### config.mk
export PLATFORM = sky130hd
export DESIGN_NAME = sram_dp_be
export DESIGN_NICKNAME = d
export VERILOG_FILES = /design/src/rtl/sram_pkg.sv /design/src/rtl/sram_clr_seq.sv /design/src/rtl/sram_dp_be.sv
export SDC_FILE = /design/constraint.sdc
export NUM_CORES = 2
export LEC_CHECK = 0
export CAP_MARGIN = 20
export CORE_MARGIN = 4
export CORE_UTILIZATION = 35
export CTS_BUF_LIST = sky130_fd_sc_hd__clkbuf_4
export DETAILED_ROUTE_END_ITERATION = 8
export PLACE_DENSITY = 0.56
export SLEW_MARGIN = 20
export SYNTH_ARGS = -nofsm -noshare
export SYNTH_HDL_FRONTEND = slang
export SYNTH_SLANG_ARGS = --single-unit
### constraint.sdc
create_clock -name clk -period 8.7 [get_ports clk]
set_input_delay 1.305 -clock clk [delete_from_list [all_inputs] [get_ports clk]]
set_output_delay 1.305 -clock clk [all_outputs]
set_load 0.05 [all_outputs]
### src/rtl/sram_pkg.sv
// Shared definitions for the byte-enabled dual-port SRAM.
//   state_e     : clear-sequencer state encoding
//   RDW_OLD/NEW : read-during-write selector values
//   lane_merge  : combine old/new words under per-lane enables
package sram_pkg;

    typedef enum logic {
        ST_IDLE  = 1'b0,
        ST_CLEAR = 1'b1
    } state_e;

    localparam int unsigned RDW_OLD = 0;
    localparam int unsigned RDW_NEW = 1;

    // Widest word and lane count lane_merge can handle; callers cast to/from these.
    localparam int unsigned MERGE_W     = 1024;
    localparam int unsigned MERGE_LANES = 64;

    // Lanes with be[k] = 1 take new_word, all others keep old_word.
    function automatic logic [MERGE_W-1:0] lane_merge(
        input logic [MERGE_W-1:0]     old_word,
        input logic [MERGE_W-1:0]     new_word,
        input logic [MERGE_LANES-1:0] be,
        input int unsigned            lane_w
    );
        logic [MERGE_W-1:0]     lane_ones;
        logic [MERGE_W-1:0]     mask;
        logic [MERGE_LANES-1:0] be_sh;
        lane_ones = (MERGE_W'(1) << lane_w) - MERGE_W'(1);
        mask      = '0;
        be_sh     = be;
        for (int unsigned l = 0; l < MERGE_LANES; l++) begin
            if (be_sh[0]) begin
                mask = mask | (lane_ones << (l * lane_w));
            end
            be_sh = be_sh >> 1;
        end
        return (old_word & ~mask) | (new_word & mask);
    endfunction

endpackage

### src/rtl/sram_clr_seq.sv
// Clear sequencer: sweeps every address once after reset or on clr_req.
//   clk, rst_n  : clock, async active-low reset
//   clr_req     : start a sweep (honoured only when idle)
//   busy        : sweep in progress (registered)
//   sweep_we_c  : sweep write strobe to the array
//   sweep_addr  : sweep write address
module sram_clr_seq
    import sram_pkg::*;
#(
    parameter int unsigned DEPTH      = 64,
    parameter int unsigned WIDTH_ADDR = $clog2(DEPTH)
) (
    input  logic                  clk,
    input  logic                  rst_n,
    input  logic                  clr_req,
    output logic                  busy,
    output logic                  sweep_we_c,
    output logic [WIDTH_ADDR-1:0] sweep_addr
);

    state_e                state_q, state_d;
    logic [WIDTH_ADDR-1:0] ptr_q, ptr_d;
    logic                  busy_q, busy_d;

    // State, pointer and busy registers.
    always_ff @(posedge clk or negedge rst_n) begin
        if (!rst_n) begin
            state_q <= ST_CLEAR;
            ptr_q   <= '0;
            busy_q  <= 1'b1;
        end else begin
            state_q <= state_d;
            ptr_q   <= ptr_d;
            busy_q  <= busy_d;
        end
    end

    // Next state: sweep to DEPTH-1 then idle; clr_req while sweeping is ignored.
    always_comb begin
        state_d = state_q;
        ptr_d   = ptr_q;
        case (state_q)
            ST_CLEAR: begin
                ptr_d = ptr_q + WIDTH_ADDR'(1);
                if (ptr_q == WIDTH_ADDR'(DEPTH - 1)) begin
                    state_d = ST_IDLE;
                    ptr_d   = '0;
                end
            end
            ST_IDLE: begin
                if (clr_req) begin
                    state_d = ST_CLEAR;
                    ptr_d   = '0;
                end
            end
            default: begin
                state_d = ST_CLEAR;
                ptr_d   = '0;
            end
        endcase
        busy_d = (state_d == ST_CLEAR);
    end

    assign busy       = busy_q;
    assign sweep_we_c = (state_q == ST_CLEAR);
    assign sweep_addr = ptr_q;

endmodule

### src/rtl/sram_dp_be.sv
// Simple-dual-port SRAM with per-lane write enables, 1- or 2-cycle read
// latency, selectable read-during-write behaviour and a hardware clear sweep.
//   clk, rst_n                     : clock, async active-low reset
//   clr_req / busy                 : start clear sweep / sweep in progress
//   wr_en, wr_addr, wr_data, wr_be : write port with lane enables
//   rd_en, rd_addr                 : read port request
//   rd_data, rd_valid              : read result (held) and one-cycle valid
module sram_dp_be
    import sram_pkg::*;
#(
    parameter int unsigned     WIDTH      = 32,
    parameter int unsigned     DEPTH      = 64,
    parameter int unsigned     WIDTH_ADDR = $clog2(DEPTH),
    parameter int unsigned     LANES      = 4,
    parameter int unsigned     RD_LATENCY = 1,
    parameter int unsigned     RDW_MODE   = RDW_OLD,
    parameter logic [WIDTH-1:0] INIT_VAL  = '0
) (
    input  logic                  clk,
    input  logic                  rst_n,
    input  logic                  clr_req,
    output logic                  busy,
    input  logic                  wr_en,
    input  logic [WIDTH_ADDR-1:0] wr_addr,
    input  logic [WIDTH-1:0]      wr_data,
    input  logic [LANES-1:0]      wr_be,
    input  logic                  rd_en,
    input  logic [WIDTH_ADDR-1:0] rd_addr,
    output logic [WIDTH-1:0]      rd_data,
    output logic                  rd_valid
);

    localparam int unsigned LANE_W = WIDTH / LANES;

    // Reject illegal configurations at elaboration.
    if (LANES == 0 || (WIDTH % LANES) != 0 || WIDTH > MERGE_W || LANES > MERGE_LANES) begin : g_bad_lanes
        $error("sram_dp_be: WIDTH must be a multiple of LANES (within merge limits)");
    end
    if (RD_LATENCY != 1 && RD_LATENCY != 2) begin : g_bad_latency
        $error("sram_dp_be: RD_LATENCY must be 1 or 2");
    end
    if (RDW_MODE != RDW_OLD && RDW_MODE != RDW_NEW) begin : g_bad_rdw
        $error("sram_dp_be: RDW_MODE must be 0 or 1");
    end

    logic [WIDTH-1:0]      mem [DEPTH];
    logic                  sweep_we_c;
    logic [WIDTH_ADDR-1:0] sweep_addr;

    sram_clr_seq #(
        .DEPTH      (DEPTH),
        .WIDTH_ADDR (WIDTH_ADDR)
    ) u_clr_seq (
        .clk        (clk),
        .rst_n      (rst_n),
        .clr_req    (clr_req),
        .busy       (busy),
        .sweep_we_c (sweep_we_c),
        .sweep_addr (sweep_addr)
    );

    logic                  wr_ok_c;
    logic [WIDTH-1:0]      wr_merged_c;
    logic                  mem_we_c;
    logic [WIDTH_ADDR-1:0] mem_addr_c;
    logic [WIDTH-1:0]      mem_wdata_c;

    // Write-port mux: the sweep owns the array while busy.
    always_comb begin
        wr_ok_c     = !busy && wr_en && (32'(wr_addr) < DEPTH);
        wr_merged_c = WIDTH'(lane_merge(MERGE_W'(mem[wr_addr]), MERGE_W'(wr_data),
                                        MERGE_LANES'(wr_be), LANE_W));
        mem_we_c    = 1'b0;
        mem_addr_c  = wr_addr;
        mem_wdata_c = wr_merged_c;
        if (sweep_we_c) begin
            mem_we_c    = 1'b1;
            mem_addr_c  = sweep_addr;
            mem_wdata_c = INIT_VAL;
        end else if (wr_ok_c) begin
            mem_we_c = 1'b1;
        end
    end

    // Storage array: contents are defined by the sweep, so no reset here.
    always_ff @(posedge clk) begin
        if (mem_we_c) begin
            mem[mem_addr_c] <= mem_wdata_c;
        end
    end

    logic             rd_ok_c;
    logic [WIDTH-1:0] rd_word_c;

    // Read word captured in the issue cycle; out-of-range addresses read as zero.
    always_comb begin
        rd_ok_c   = !busy && rd_en;
        rd_word_c = (32'(rd_addr) < DEPTH) ? mem[rd_addr] : '0;
        if (RDW_MODE == RDW_NEW && wr_ok_c && wr_addr == rd_addr) begin
            rd_word_c = wr_merged_c;
        end
    end

    logic             rd_valid_q, rd_valid_d;
    logic [WIDTH-1:0] rd_data_q, rd_data_d;

    if (RD_LATENCY == 1) begin : g_lat1
        always_comb begin
            rd_valid_d = rd_ok_c;
            rd_data_d  = rd_ok_c ? rd_word_c : rd_data_q;
        end
    end else begin : g_lat2
        logic             s1_valid_q, s1_valid_d;
        logic [WIDTH-1:0] s1_data_q, s1_data_d;

        // Extra stage between issue and the output register.
        always_comb begin
            s1_valid_d = rd_ok_c;
            s1_data_d  = rd_ok_c ? rd_word_c : s1_data_q;
            rd_valid_d = s1_valid_q;
            rd_data_d  = s1_valid_q ? s1_data_q : rd_data_q;
        end

        always_ff @(posedge clk or negedge rst_n) begin
            if (!rst_n) begin
                s1_valid_q <= 1'b0;
                s1_data_q  <= '0;
            end else begin
                s1_valid_q <= s1_valid_d;
                s1_data_q  <= s1_data_d;
            end
        end
    end

    // Output register; keeps draining regardless of clear sweeps.
    always_ff @(posedge clk or negedge rst_n) begin
        if (!rst_n) begin
            rd_valid_q <= 1'b0;
            rd_data_q  <= '0;
        end else begin
            rd_valid_q <= rd_valid_d;
            rd_data_q  <= rd_data_d;
        end
    end

    assign rd_valid = rd_valid_q;
    assign rd_data  = rd_data_q;

endmodule

==> summary.md <==
| Metric | Value |
|---|---|
| Die Width | `532 um` |
| DRC | `0` |
| Most common cell on crit path | `buf_4` |
| Worst hold path class | `input pin to register` |
| Setup violators final | `0` |
| Final Max Slew Viols | `0` |
| Total I/O pin count | `87` |
| GRT Total Usage | `0.256` |
| CP endpoint kind | `register` |
| Clk pin slew, worst setup/hold paths | `0.06 ns` |
| TritonCTS buffer count | `585` |
| Kind of critical path | `input pin to register` |
| Share of layout cells above drive strength 1 | `0.395` |
| Area growth, synth to finish | `13.7%` |
| H-tree depth | `6` |
| Outcome | `complete, no violations` |
| Final instance area | `109000 sq um` |
| Routability cong. | `0.894` |
| Layout fillers | `24600` |
| Post-synth EDFFs | `2048` |
| Total Nets Final | `5402` |
| Storage element area | `62500 sq um` |
| Peak VDD IR | `0.128 mV` |
| Area of the multi-input gates | `32300 sq um` |
| Mapped Nets | `4921` |
| Hold WS | `0.510 ns` |
| Starting density of the core | `0.352` |
| Vias in the first global route | `59900` |
| FP Rows | `192` |
| Grt total ovfl | `0` |
| Critical Path Max Stage Delay | `1.11 ns` |
| Yosys Warn Count | `0` |
| Max clock buf depth | `4` |
| Avg Cell Area, Syn | `19.8 sq um` |
| Hpwl dp | `232 mm` |
| Startpoint types | `input pin` |
| Vias | `59600` |
| Pwr Density | `227 nW/um^2` |
| TNS Setup | `0 ns` |
| Worst EP required | `9.70 ns` |
| RSZ-0062 raised after global routing | `false` |
| Largest net degree at the start of global routing | `95` |
| Global-route wire length before repair | `502 mm` |
| CTS tree | `built` |
| Fmax | `0.214 GHz` |
| # Max-Cap Violations | `0` |
| Hold Vio Cnt, Final | `0` |
| Commonest non-fill, non-tap cells in the layout | `edfxtp_1 (2048), mux4_2 (945), clkbuf_4 (870)` |
| Routed Antenna Nets | `0` |
| Placed Area | `102000 sq um` |
| Core Region | `274000 sq um` |
| Vias/cell | `6.37` |
| Post-synth top flop | `edfxtp_1` |
| Asr flop ratio synth | `0.0192` |
| DIE AREA | `283000 sq um` |
| Fin crit period | `4.68 ns` |
| Post-CTS Setup Bufs | `0` |
| Num Clock Sinks | `2088` |
| Critical-path top delay cell | `nor2_4` |
| Critical path arrival | `5.68 ns` |
| Slew margin rel. | `0.190` |
| Cell variety after synth | `55` |
| Yosys reg bits | `2088` |
| Avg WL per Cell | `39.7 um` |
| Critical path peak fanout | `31` |
| Post-Synthesis Cells | `4867` |
| Sequential-to-total area share from yosys stat | `0.650` |
| DR iter-0 viols | `8550` |
| Synthesized area | `96200 sq um` |
| Most common cell after layout, fill and taps aside | `edfxtp_1` |
| Antenna violations before repair | `20` |
| Clock Root Buffer | `clkbuf_4` |
| Crit-path cells | `buf_4 > inv_1 > o21ai_0 > nand2_1 > nor2_4 > buf_4` |
| Clk_skew | `0.131 ns` |
| I/O Buffers | `86` |
| First drt pass iteration count | `6` |
| WL final | `371 mm` |
| Worst Tran Pin Value | `1.21 ns` |
| Leakage | `35.2 nW` |
| Tcrit/Tclk final | `0.538` |
| Worst-Skew Late Latency | `1.48 ns` |
| Die Ht | `532 um` |
==> stage by stage <==
stage                     worst slack, ns  cells  total power (W)   util
after detailed placement             2.76   8348           0.0159  0.373
after floorplan                      2.41   4867           0.0141      -
after global placement               2.91   8344           0.0158  0.372
after CTS                            3.98   9339           0.0249  0.399
after global routing                 3.95   9350           0.0256  0.400
final                                4.02   9355           0.0248  0.400
==> routing by layer <==
| metal | vias up | GRT usage | routed length [um] |
|---|---|---|---|
| li1 | 22600 | - | - |
| met1 | 32000 | 0.330 | 136000 |
| met2 | 4192 | 0.397 | 171000 |
| met3 | 858 | 0.0633 | 38900 |
| met4 | 10 | 0.147 | 24300 |
| met5 | - | 0 | 81 |
==> critical path, delay by kind of cell <==
family / cells / cell delay [ns]
and+or+nand+nor: 2 / 1.79
buffers and inverters: 3 / 1.67
AOI/OAI and AO/OA: 1 / 0.80
==> synthesized netlist by cell type (all sizes together) (2+ instances only) <==
master / n / area share
a211o: 3 / 0.00027
nor2: 136 / 0.0053
a211oi: 91 / 0.0071
a22o: 24 / 0.0022
nor3b: 5 / 0.00039
o21a: 3 / 0.00023
a221o: 31 / 0.0032
dfrtp: 39 / 0.010
nand2b: 16 / 0.0010
o221ai: 76 / 0.0069
nand2: 86 / 0.0034
a221oi: 60 / 0.0059
buf: 210 / 0.014
nor3: 3 / 0.00016
o21bai: 31 / 0.0024
inv: 31 / 0.0012
or2: 6 / 0.00039
a21oi: 120 / 0.0062
mux4: 945 / 0.22
o31ai: 7 / 0.00055
edfxtp: 2048 / 0.64
o31a: 12 / 0.0011
a22oi: 90 / 0.0070
o21ai: 75 / 0.0039
nand3b: 2 / 0.00016
mux2i: 242 / 0.025
a31oi: 13 / 0.00085
mux2: 72 / 0.0084
and2: 4 / 0.00026
nand3: 15 / 0.00078
o22ai: 101 / 0.0066
o41a: 12 / 0.0014
nor2b: 49 / 0.0032
and3: 3 / 0.00020
a311oi: 7 / 0.00064
clkbuf: 186 / 0.0073
==> kinds of logic (layout without fill, tap and decap cells) <==
kind of cell,Yosys count,in the layout,share of synthesized area
AO/OA/AOI/OAI,763,763,0.0572
XOR/XNOR,1,1,0.0000911
adder cells (fa/ha/maj),1,1,0.000130
buffers and inverters,427,1311,0.0225
flip-flops,2088,2088,0.650
multiplexers,1259,1259,0.255
other,0,15,0
AND/OR/NAND/NOR,328,328,0.0154
==> power by group <==
part / switching, W / total (W) / internal [W] / leakage (nW)
clock: 0.00427 / 0.00914 / 0.00487 / 4.37
combinational: 0.00244 / 0.00359 / 0.00115 / 11.4
sequential: 0.000354 / 0.0121 / 0.0117 / 19.5
total: 0.00707 / 0.0248 / 0.0178 / 35.2
==> state kept, by name, summed over array words and instances, names as in the netlist <==
signal,cells
u_clr_seq.sweep_we_c,1
rd_valid,1
rd_data,32
mem,2048
u_clr_seq.sweep_addr,6
==> cell type report <==
class                   instances  area share
flip-flops and latches       2088       0.571
multi-input cells            2352       0.295
well taps                    3589      0.0410
inverters                      31     0.00109
repair buffers                290      0.0240
clock buffers                 870      0.0597
clock inverters               120     0.00700
diodes                         15    0.000343
==> timing repair <==
action,4_1_cts,5_1_grt
hold buffers,1,0
gates resized for setup,0,0
setup endpoints to repair,0,0
endpoints found under the hold margin,26,0
==> final timing paths <==
| check | cells after the start | startpoint | end | slack [ns] |
|---|---|---|---|---|
| worst max register to register | 5 | u_clr_seq.sweep_we_c | mem[62][22] | 4.50 |
| max in group asynchronous | 2 | rst_n | rd_data[26] | 7.39 |
| min in group asynchronous | 2 | rst_n | rd_data[16] | 0.58 |
| worst min register to register | 1 | rd_data[2] | rd_data[2] | 0.54 |
| worst max-delay path | 6 | wr_addr[3] | mem[62][22] | 4.02 |
| worst min-delay path | 3 | rd_addr[1] | rd_data[24] | 0.51 |
Power figures use the tool's default switching activity.
